===== config.mk =====
export PLATFORM = sky130hd
export DESIGN_NAME = s27_bist_ctrl
export DESIGN_NICKNAME = d
export VERILOG_FILES = /design/src/rtl/s27_bist_pkg.sv /design/src/rtl/s27_bist_misr.sv /design/src/rtl/s27_bist_ctrl.sv
export SDC_FILE = /design/constraint.sdc
export NUM_CORES = 1
export LEC_CHECK = 0
export CAP_MARGIN = 20
export CORE_UTILIZATION = 57
export DETAILED_ROUTE_END_ITERATION = 8
export GPL_TIMING_DRIVEN = 0
export PLACE_DENSITY = 0.8
export SLEW_MARGIN = 20
export SYNTH_ARGS = -nofsm -noshare
export SYNTH_HDL_FRONTEND = slang
export SYNTH_HIERARCHICAL = 1
export SYNTH_SLANG_ARGS = --single-unit

===== constraint.sdc =====
create_clock -name blif_clk_net -period 2.6 [get_ports blif_clk_net]
set_clock_uncertainty 0.1 [all_clocks]
set_input_delay 0.39 -clock blif_clk_net [delete_from_list [all_inputs] [get_ports blif_clk_net]]
set_output_delay 0.39 -clock blif_clk_net [all_outputs]
set_load 0.05 [all_outputs]

===== src/rtl/s27_bist_pkg.sv =====
// rtl/s27_bist_pkg.sv - shared types, MISR/LFSR constants and step functions for the s27 BIST sequencer
package s27_bist_pkg;

  typedef enum logic [1:0] {
    IDLE = 2'd0,
    RST  = 2'd1,
    RUN  = 2'd2,
    DONE = 2'd3
  } bist_state_t;

  localparam int MISR_W = 16;
  // Feedback taps at bits 15, 13, 12 and 10.
  localparam logic [MISR_W-1:0] MISR_TAPS = 16'hB400;

  localparam int LFSR_W = 4;
  // Feedback taps at bits 3 and 2; shift towards the MSB.
  localparam logic [LFSR_W-1:0] LFSR_TAPS = 4'b1100;

  function automatic logic [MISR_W-1:0] misr_step(input logic [MISR_W-1:0] s, input logic d);
    return {s[MISR_W-2:0], (^(s & MISR_TAPS)) ^ d};
  endfunction

  function automatic logic [LFSR_W-1:0] lfsr_step(input logic [LFSR_W-1:0] p);
    return {p[LFSR_W-2:0], ^(p & LFSR_TAPS)};
  endfunction

endpackage


===== src/rtl/s27_bist_misr.sv =====
// rtl/s27_bist_misr.sv - 16-bit serial-input MISR with clear, enable and look-ahead next value
module s27_bist_misr
  import s27_bist_pkg::*;
(
  input  logic              clk,
  input  logic              rst,
  input  logic              clr,
  input  logic              en,
  input  logic              sin,
  output logic [MISR_W-1:0] sig,
  output logic [MISR_W-1:0] sig_next
);

  // sig_next lets the controller register pass on the same edge the last sample lands.
  always_comb begin
    sig_next = misr_step(sig, sin);
  end

  always_ff @(posedge clk) begin
    if (rst || clr) begin
      sig <= '0;
    end else if (en) begin
      sig <= sig_next;
    end
  end

endmodule


===== src/rtl/s27_bist_ctrl.sv =====
// rtl/s27_bist_ctrl.sv - BIST sequencer driving one s27 core; optional S27_BIST_ONES_CNT_EN adds ones_cnt
module s27_bist_ctrl
  import s27_bist_pkg::*;
#(
  parameter logic [15:0] NUM_PATTERNS = 16'd64,
  parameter logic [7:0]  RST_CYCLES   = 8'd4,
  parameter logic [3:0]  LFSR_SEED    = 4'b0001,
  parameter logic [15:0] GOLDEN_SIG   = 16'h0000
`ifdef S27_BIST_ONES_CNT_EN
  ,
  parameter logic [15:0] GOLDEN_ONES  = 16'h0000
`endif
) (
  input  logic        blif_clk_net,
  input  logic        blif_reset_net,
  input  logic        start,
  input  logic        abort,
  input  logic        dut_g17,
  output logic        dut_rst,
  output logic        dut_g0,
  output logic        dut_g1,
  output logic        dut_g2,
  output logic        dut_g3,
  output logic        busy,
  output logic        done,
  output logic        pass,
`ifdef S27_BIST_ONES_CNT_EN
  output logic [15:0] ones_cnt,
`endif
  output logic [15:0] signature
);

  bist_state_t       state;
  logic [7:0]        rst_cnt;
  logic [15:0]       pat_cnt;
  logic [LFSR_W-1:0] pat;
  logic [LFSR_W-1:0] dut_g;

  logic              start_accept;
  logic              misr_en;
  logic              last_sample;
  logic              pass_next;
  logic [MISR_W-1:0] sig_next;

  assign start_accept = start && !abort && (state == IDLE || state == DONE);
  assign misr_en      = (state == RUN) && !abort;
  assign last_sample  = (pat_cnt == NUM_PATTERNS - 16'd1);

  assign dut_g0 = dut_g[0];
  assign dut_g1 = dut_g[1];
  assign dut_g2 = dut_g[2];
  assign dut_g3 = dut_g[3];

  s27_bist_misr u_misr (
    .clk      (blif_clk_net),
    .rst      (blif_reset_net),
    .clr      (start_accept),
    .en       (misr_en),
    .sin      (dut_g17),
    .sig      (signature),
    .sig_next (sig_next)
  );

`ifdef S27_BIST_ONES_CNT_EN
  logic [15:0] ones_next;

  assign ones_next = ones_cnt + {15'd0, dut_g17};
  assign pass_next = (sig_next == GOLDEN_SIG) && (ones_next == GOLDEN_ONES);

  always_ff @(posedge blif_clk_net) begin
    if (blif_reset_net || start_accept) begin
      ones_cnt <= '0;
    end else if (misr_en) begin
      ones_cnt <= ones_next;
    end
  end
`else
  assign pass_next = (sig_next == GOLDEN_SIG);
`endif

  always_ff @(posedge blif_clk_net) begin
    if (blif_reset_net) begin
      state   <= IDLE;
      rst_cnt <= '0;
      pat_cnt <= '0;
      pat     <= LFSR_SEED;
      dut_g   <= '0;
      dut_rst <= 1'b1;
      busy    <= 1'b0;
      done    <= 1'b0;
      pass    <= 1'b0;
    end else if (abort) begin
      state   <= IDLE;
      dut_g   <= '0;
      dut_rst <= 1'b1;
      busy    <= 1'b0;
      done    <= 1'b0;
      pass    <= 1'b0;
    end else begin
      case (state)
        IDLE, DONE: begin
          if (start) begin
            state   <= RST;
            rst_cnt <= RST_CYCLES - 8'd1;
            pat_cnt <= '0;
            pat     <= LFSR_SEED;
            dut_g   <= '0;
            dut_rst <= 1'b1;
            busy    <= 1'b1;
            done    <= 1'b0;
            pass    <= 1'b0;
          end
        end
        RST: begin
          if (rst_cnt == 8'd0) begin
            state   <= RUN;
            pat_cnt <= '0;
            dut_rst <= 1'b0;
            dut_g   <= pat;
          end else begin
            rst_cnt <= rst_cnt - 8'd1;
          end
        end
        RUN: begin
          pat_cnt <= pat_cnt + 16'd1;
          // On the final sample the pattern is left in place so the core inputs hold in DONE.
          if (last_sample) begin
            state <= DONE;
            busy  <= 1'b0;
            done  <= 1'b1;
            pass  <= pass_next;
          end else begin
            pat   <= lfsr_step(pat);
            dut_g <= lfsr_step(pat);
          end
        end
        default: begin
          state <= IDLE;
        end
      endcase
    end
  end

endmodule


## Word-level counts from Yosys, hierarchy flattened

Index checks and enable logic that the tools add are counted.

| storage, ports and cells | value |
|---|---|
| output and inout bits | 24 |
| flip-flop bits (word level) | 54 |

| operators by class | value |
|---|---|
| bitwise operators | 2 |
| eq/ne operators | 9 |
| mux-type cells | 26 |
| reduce and logical (&&, ||, !) cells | 22 |
| add/subtract/negate cells | 2 |

Operators by type and width:

| kind | number |
|---|---|
| $pmux W16 S3 | 1 |
| $mux W16 | 2 |
| $add A16 B1 Y16 const B | 1 |
| $eq A16 B6 Y1 const B | 1 |
| $logic_not A16 Y1 | 1 |
| $mux W4 | 4 |
| $mux W8 | 2 |
| $pmux W8 S2 | 1 |
| $reduce_xor A16 Y1 | 1 |
| $reduce_and A3 Y1 | 5 |
| $pmux W4 S3 | 1 |
| $ne A2 B2 Y1 const B | 5 |
| $logic_not A8 Y1 | 1 |
| $pmux W1 S2 | 4 |
| $pmux W4 S2 | 1 |
| $reduce_and A4 Y1 | 2 |
| $sub A8 B1 Y8 const B | 1 |
| $mux W1 | 6 |
| $mux W2 | 3 |
| $pmux W2 S3 | 1 |
| $eq A2 B2 Y1 const B | 2 |
| $reduce_bool A2 Y1 | 2 |
| $reduce_or A2 Y1 | 2 |
| $reduce_xor A4 Y1 | 1 |
| other kinds (7) | 10 |

## Logic depth before layout (Yosys ltp)

Gate-level depths: netlist (run 1).

| logic depth | value |
|---|---|
| depth after elaboration | 5 |
| gate-level depth with buffers | 9 |
| mapped depth without buffers | 7 |

## Hierarchy

The synthesis (run 1) kept the hierarchy.

By module, submodules not included:

| module | instances | sequential area each (µm²) | cells an instance | area each (µm²) |
|---|---|---|---|---|
| s27_bist_ctrl | 1 | 760.7 | 246 | 2152.1 |
| s27_bist_misr | 1 | 320.3 | 74 | 738.2 |

## Worst setup path before layout (run 1)

OpenSTA, ideal clock, no wires.

| timing | value |
|---|---|
| kind | register to register |
| start | register u_misr.sig[15] |
| end | register pass |
| cell stages (with the launch flop) | 7 |
| clock period less this slack | 2.355 ns |
| required time | 2.428 ns |
| setup slack | 0.245 ns |
| data arrival time | 2.184 ns |
| path buffers | 0 |
| cell sequence | dfxtp_1 -> xnor3_1 -> xnor2_1 -> or4_1 -> nor4_1 -> nand4_1 -> mux2i_1 |

| between the ends | value |
|---|---|
| cells in the longest elaborated chain, start to end | 5 |

RTL lines:

| element | line | text |
|---|---|---|
| start: declaration | s27_bist_misr.sv:10 | `output logic [MISR_W-1:0] sig,` |
| start signal: assignment | s27_bist_misr.sv:23 | `sig <= sig_next;` |
| $reduce_xor A16 Y1 | s27_bist_pkg.sv:20 | `return {s[MISR_W-2:0], (^(s & MISR_TAPS)) ^ d};` |
| $xor A1 B1 Y1 | s27_bist_pkg.sv:20 |  |
| via sig_next[0] | s27_bist_ctrl.sv:43 | `logic [MISR_W-1:0] sig_next;` |
| $logic_not A16 Y1 | s27_bist_ctrl.sv:78 | `assign pass_next = (sig_next == GOLDEN_SIG);` |
| $mux W1 | s27_bist_ctrl.sv:127 | `if (last_sample) begin` |
| $pmux W1 S2 | s27_bist_ctrl.sv:100 | `case (state)` |
| end signal: assignment | s27_bist_ctrl.sv:131 | `pass <= pass_next;` |
| end: declaration | s27_bist_ctrl.sv:26 | `output logic pass,` |

The timed path passes the listed nets, and every way through them passes these cells. The select of a mux whose other input is x is not followed.
A chain may end at the register's enable or synchronous reset.

## Final worst setup path (run 1)

| timing | value |
|---|---|
| start | register state[0] |
| end | register pat_cnt[11] |

| between the ends | value |
|---|---|
| cells in the longest elaborated chain, start to end | 4 |
| elaborated cells on any way between the ends | 9 |
| classes of those cells | eq/ne (5); mux (1); reduce/logical (3) |

RTL lines:

| element | line | text |
|---|---|---|
| start: declaration | s27_bist_ctrl.sv:33 | `bist_state_t state;` |
| start signal: assignment | s27_bist_ctrl.sv:83 | `state <= IDLE;` |
| start signal: assignment | s27_bist_ctrl.sv:93 | `state <= IDLE;` |
| start signal: assignment | s27_bist_ctrl.sv:103 | `state <= RST;` |
| $eq A2 B2 Y1 / $logic_not A2 Y1 (equally long branches) | s27_bist_ctrl.sv:100 |  |
| $reduce_or A2 Y1 | s27_bist_ctrl.sv:100 |  |
| $ne A2 B2 Y1 (no line) | n/a |  |
| $reduce_and A3 Y1 (no line) | n/a |  |
| end signal: assignment | s27_bist_ctrl.sv:125 | `pat_cnt <= pat_cnt + 16'd1;` |
| end: declaration | s27_bist_ctrl.sv:35 | `logic [15:0] pat_cnt;` |

Several ways; a longest one is shown, not always the timed one.

==> run summary, run 1 <==
RSZ-0062 raised after global routing = false
antenna violations before repair = 0
die area = 5360 sq um
synthesized cell area = 2890 sq um
DP HPWL = 4466 um
ANT cells = 0
Fillers = 392
Yosys top cell area share = 0.3740
synth top area cells = dfxtp_1, mux2i_1, buf_4, or4_1, nand2_1
total clock sinks = 54
# DRC = 0
critical path class = flop to flop
final setup violating endpoints = 0
Worst Reg-to-Reg Cells = 8
Max Transition Viols Final = 0
Clock Tree Buf Depth = 2
I/O pin cnt = 29
htree depth = 2
Post-synth EDFFs = 0
Die X = 73.21 um
fmax = 419.5 MHz
GR Overflow Total = 0
Final Cycle Share = 0.9169
post-route antenna net violation count = 0
maxcap violations = 0
largest net degree at the start of global routing = 17
Vias = 2514
worst-path maximum fanout = 10
vias per inst = 5.943
clk_lat worst skew = 0.31 ns
CP Data Arrival Time = 2.53 ns
Initial Utilization = 0.6039
most frequent cell after synthesis = dfxtp_1
Worst setup EP type = flop
fin area = 3378 sq um
drt wl/cell = 15.01 um
Worst VDD drop = 0.3108 mV
number of global-route vias before repair = 2326
cell count after synthesis = 320
status = completed
Post-synth ARST share = 0
register area share after synthesis = 0.3740
#FFs+latches synth = 54
# rows = 25
chip height = 73.21 um
Top FF cell, synth = dfxtp_1
final WL = 6348 um
layout cells sized above 1 = 0.1264
Area after DPL = 3254 sq um
FF/Latch Area = 1081 sq um
post-synthesis cell type count = 55
Post-CTS Setup Repair Bufs = 0
clock root buffer master = clkbuf_8
Final Hold Viols = 0
Hold Crit Class = flop to flop
CTS Buf Count = 5
CTS tree = yes
count of buffers from port buffering = 28
nets = 366
first-pass GRT wire length = 10630 um
post-synth top area cell = dfxtp_1
final estimated routing congestion in global placement = 0.8299
Setup TNS = 0 ns
CP required = 2.74 ns
Area Growth Syn to Fin = 16.88%
synth warn = 6
GRT Util Overall = 0.2550
Commonest cells post-synth = dfxtp_1, mux2i_1, nand2_1
core area = 4786 sq um
worst hold slack = 0.3608 ns
startpoint type of the worst setup path = flop
Avg Cell Area, Syn = 9.032 sq um
Slew @ Worst Pin = 0.5084 ns
Slew headroom = 0.6523
worst hold path stage count = 2
PD cells = 547.8 nW/um^2
min Tclk post-route = 2.384 ns
Lkg Pwr = 1.210 nW
initial drt markers = 191
Pre-antenna DRT Iters = 4
clk slew on worst S/H paths = 0.10 ns
Syn Nets = 331
Core Util, Final = 0.7059
area of the multi-input gates = 1587 sq um
[logic make-up (layout without fill, tap and decap cells)]
kind of cell	after synthesis	count (layout)	share of synthesized area
adders and majority gates	6	6	0.02597
DFF	54	54	0.3740
xor gates and xnor gates	4	4	0.01688
AOI/OAI and AO/OA	65	65	0.1632
muxes	31	31	0.1074
and+or+nand+nor	117	117	0.2303
buffers and inverters	43	79	0.08225
[path summary, 6_finish.rpt]
check                   startpoint                        to  slack (ns)
max          state[0]$_SDFFE_PP0P_  pat_cnt[11]$_SDFFE_PP0P_        0.22
min          dut_g[1]$_SDFFE_PP0P_     dut_g[1]$_SDFFE_PP0P_        0.36
max reg2reg  state[0]$_SDFFE_PP0P_  pat_cnt[11]$_SDFFE_PP0P_        0.22
min reg2reg  dut_g[1]$_SDFFE_PP0P_     dut_g[1]$_SDFFE_PP0P_        0.36
[layout make-up]
class / count / area share
Multi-Input combinational cell: 223 / 0.4696
Sequential cell: 54 / 0.3200
Timing Repair Buffer: 28 / 0.08296
Buffer: 33 / 0.05926
Tap cell: 67 / 0.02481
Clock buffer: 5 / 0.02037
Clock inverter: 3 / 0.01185
Inverter: 10 / 0.01111
[cells in the final DEF (no fill, tap or decap), types with 3 or more instances in the layout]
cell	netlist	routed
dfxtp_1	54	54
mux2i_1	31	31
clkdlybuf4s50_1	0	28
nand2_1	25	25
nor2_1	23	23
a21oi_1	18	18
buf_4	15	15
or4_1	13	13
or3_1	12	12
o31ai_1	11	11
inv_1	9	9
buf_2	9	9
nand3_1	8	8
clkbuf_1	7	7
nand4_1	7	7
nor4_1	6	6
ha_1	6	6
o21ai_0	5	5
clkbuf_8	0	5
nor3_1	4	4
a22o_1	4	4
and4_1	3	3
nor3b_1	4	3
a31oi_1	3	3
a311o_1	3	3
[per-layer routing]
metal  global-route usage  routed length [um]
met2               0.4280                3078
met4              0.07843                  94
met3              0.04696                 223
met1               0.3313                2952
met5                    0                   0
[per-stage QoR]
step / worst slack (ns) / std cells / power (W)
5_1_grt: 0.02583 / 423 / 0.001941
3_5_place_dp: -0.01315 / 415 / 0.001294
4_1_cts: 0.1636 / 423 / 0.001852
3_3_place_gp: 0.03162 / 415 / 0.001287
6_report: 0.2160 / 423 / 0.001851
2_1_floorplan: 0.2446 / 320 / 0.001207
[report_power, final]
part | total, W | internal [W] | switching [W]
Combinational | 0.000390 | 0.000163 | 0.000226
Sequential | 0.000900 | 0.000860 | 0.0000398
Clock | 0.000561 | 0.000284 | 0.000277
Total | 0.00185 | 0.00131 | 0.000543
[sequential cells by signal (all words and copies together), names as in the netlist]
register / count
rst_cnt: 8
pat_cnt: 16
pass: 1
busy: 1
state: 2
dut_rst: 1
dut_g: 4
done: 1
u_misr/sig: 16
pat: 4
[critical path, stage by stage (launching register included)]
cell and delay [ns]:
dfxtp_1 0.39, inv_1 0.06, ha_1 0.27, buf_2 0.17, nor2b_4 0.16, or3_1 0.36
buf_2 0.19, or4_1 0.47, a21oi_1 0.14
[what timing repair did]
action	in CTS	in global routing
hold buffers	0	0
gates resized for setup	0	3
endpoints found under the setup margin	0	12
Power figures use the tool's default switching activity.
==> inputs of run 2 (changes only) <==
SLEW_MARGIN = 25   (was 20)
==> results of run 2 <==
No change in the layout: final DEF, timing and power equal those of run 1.
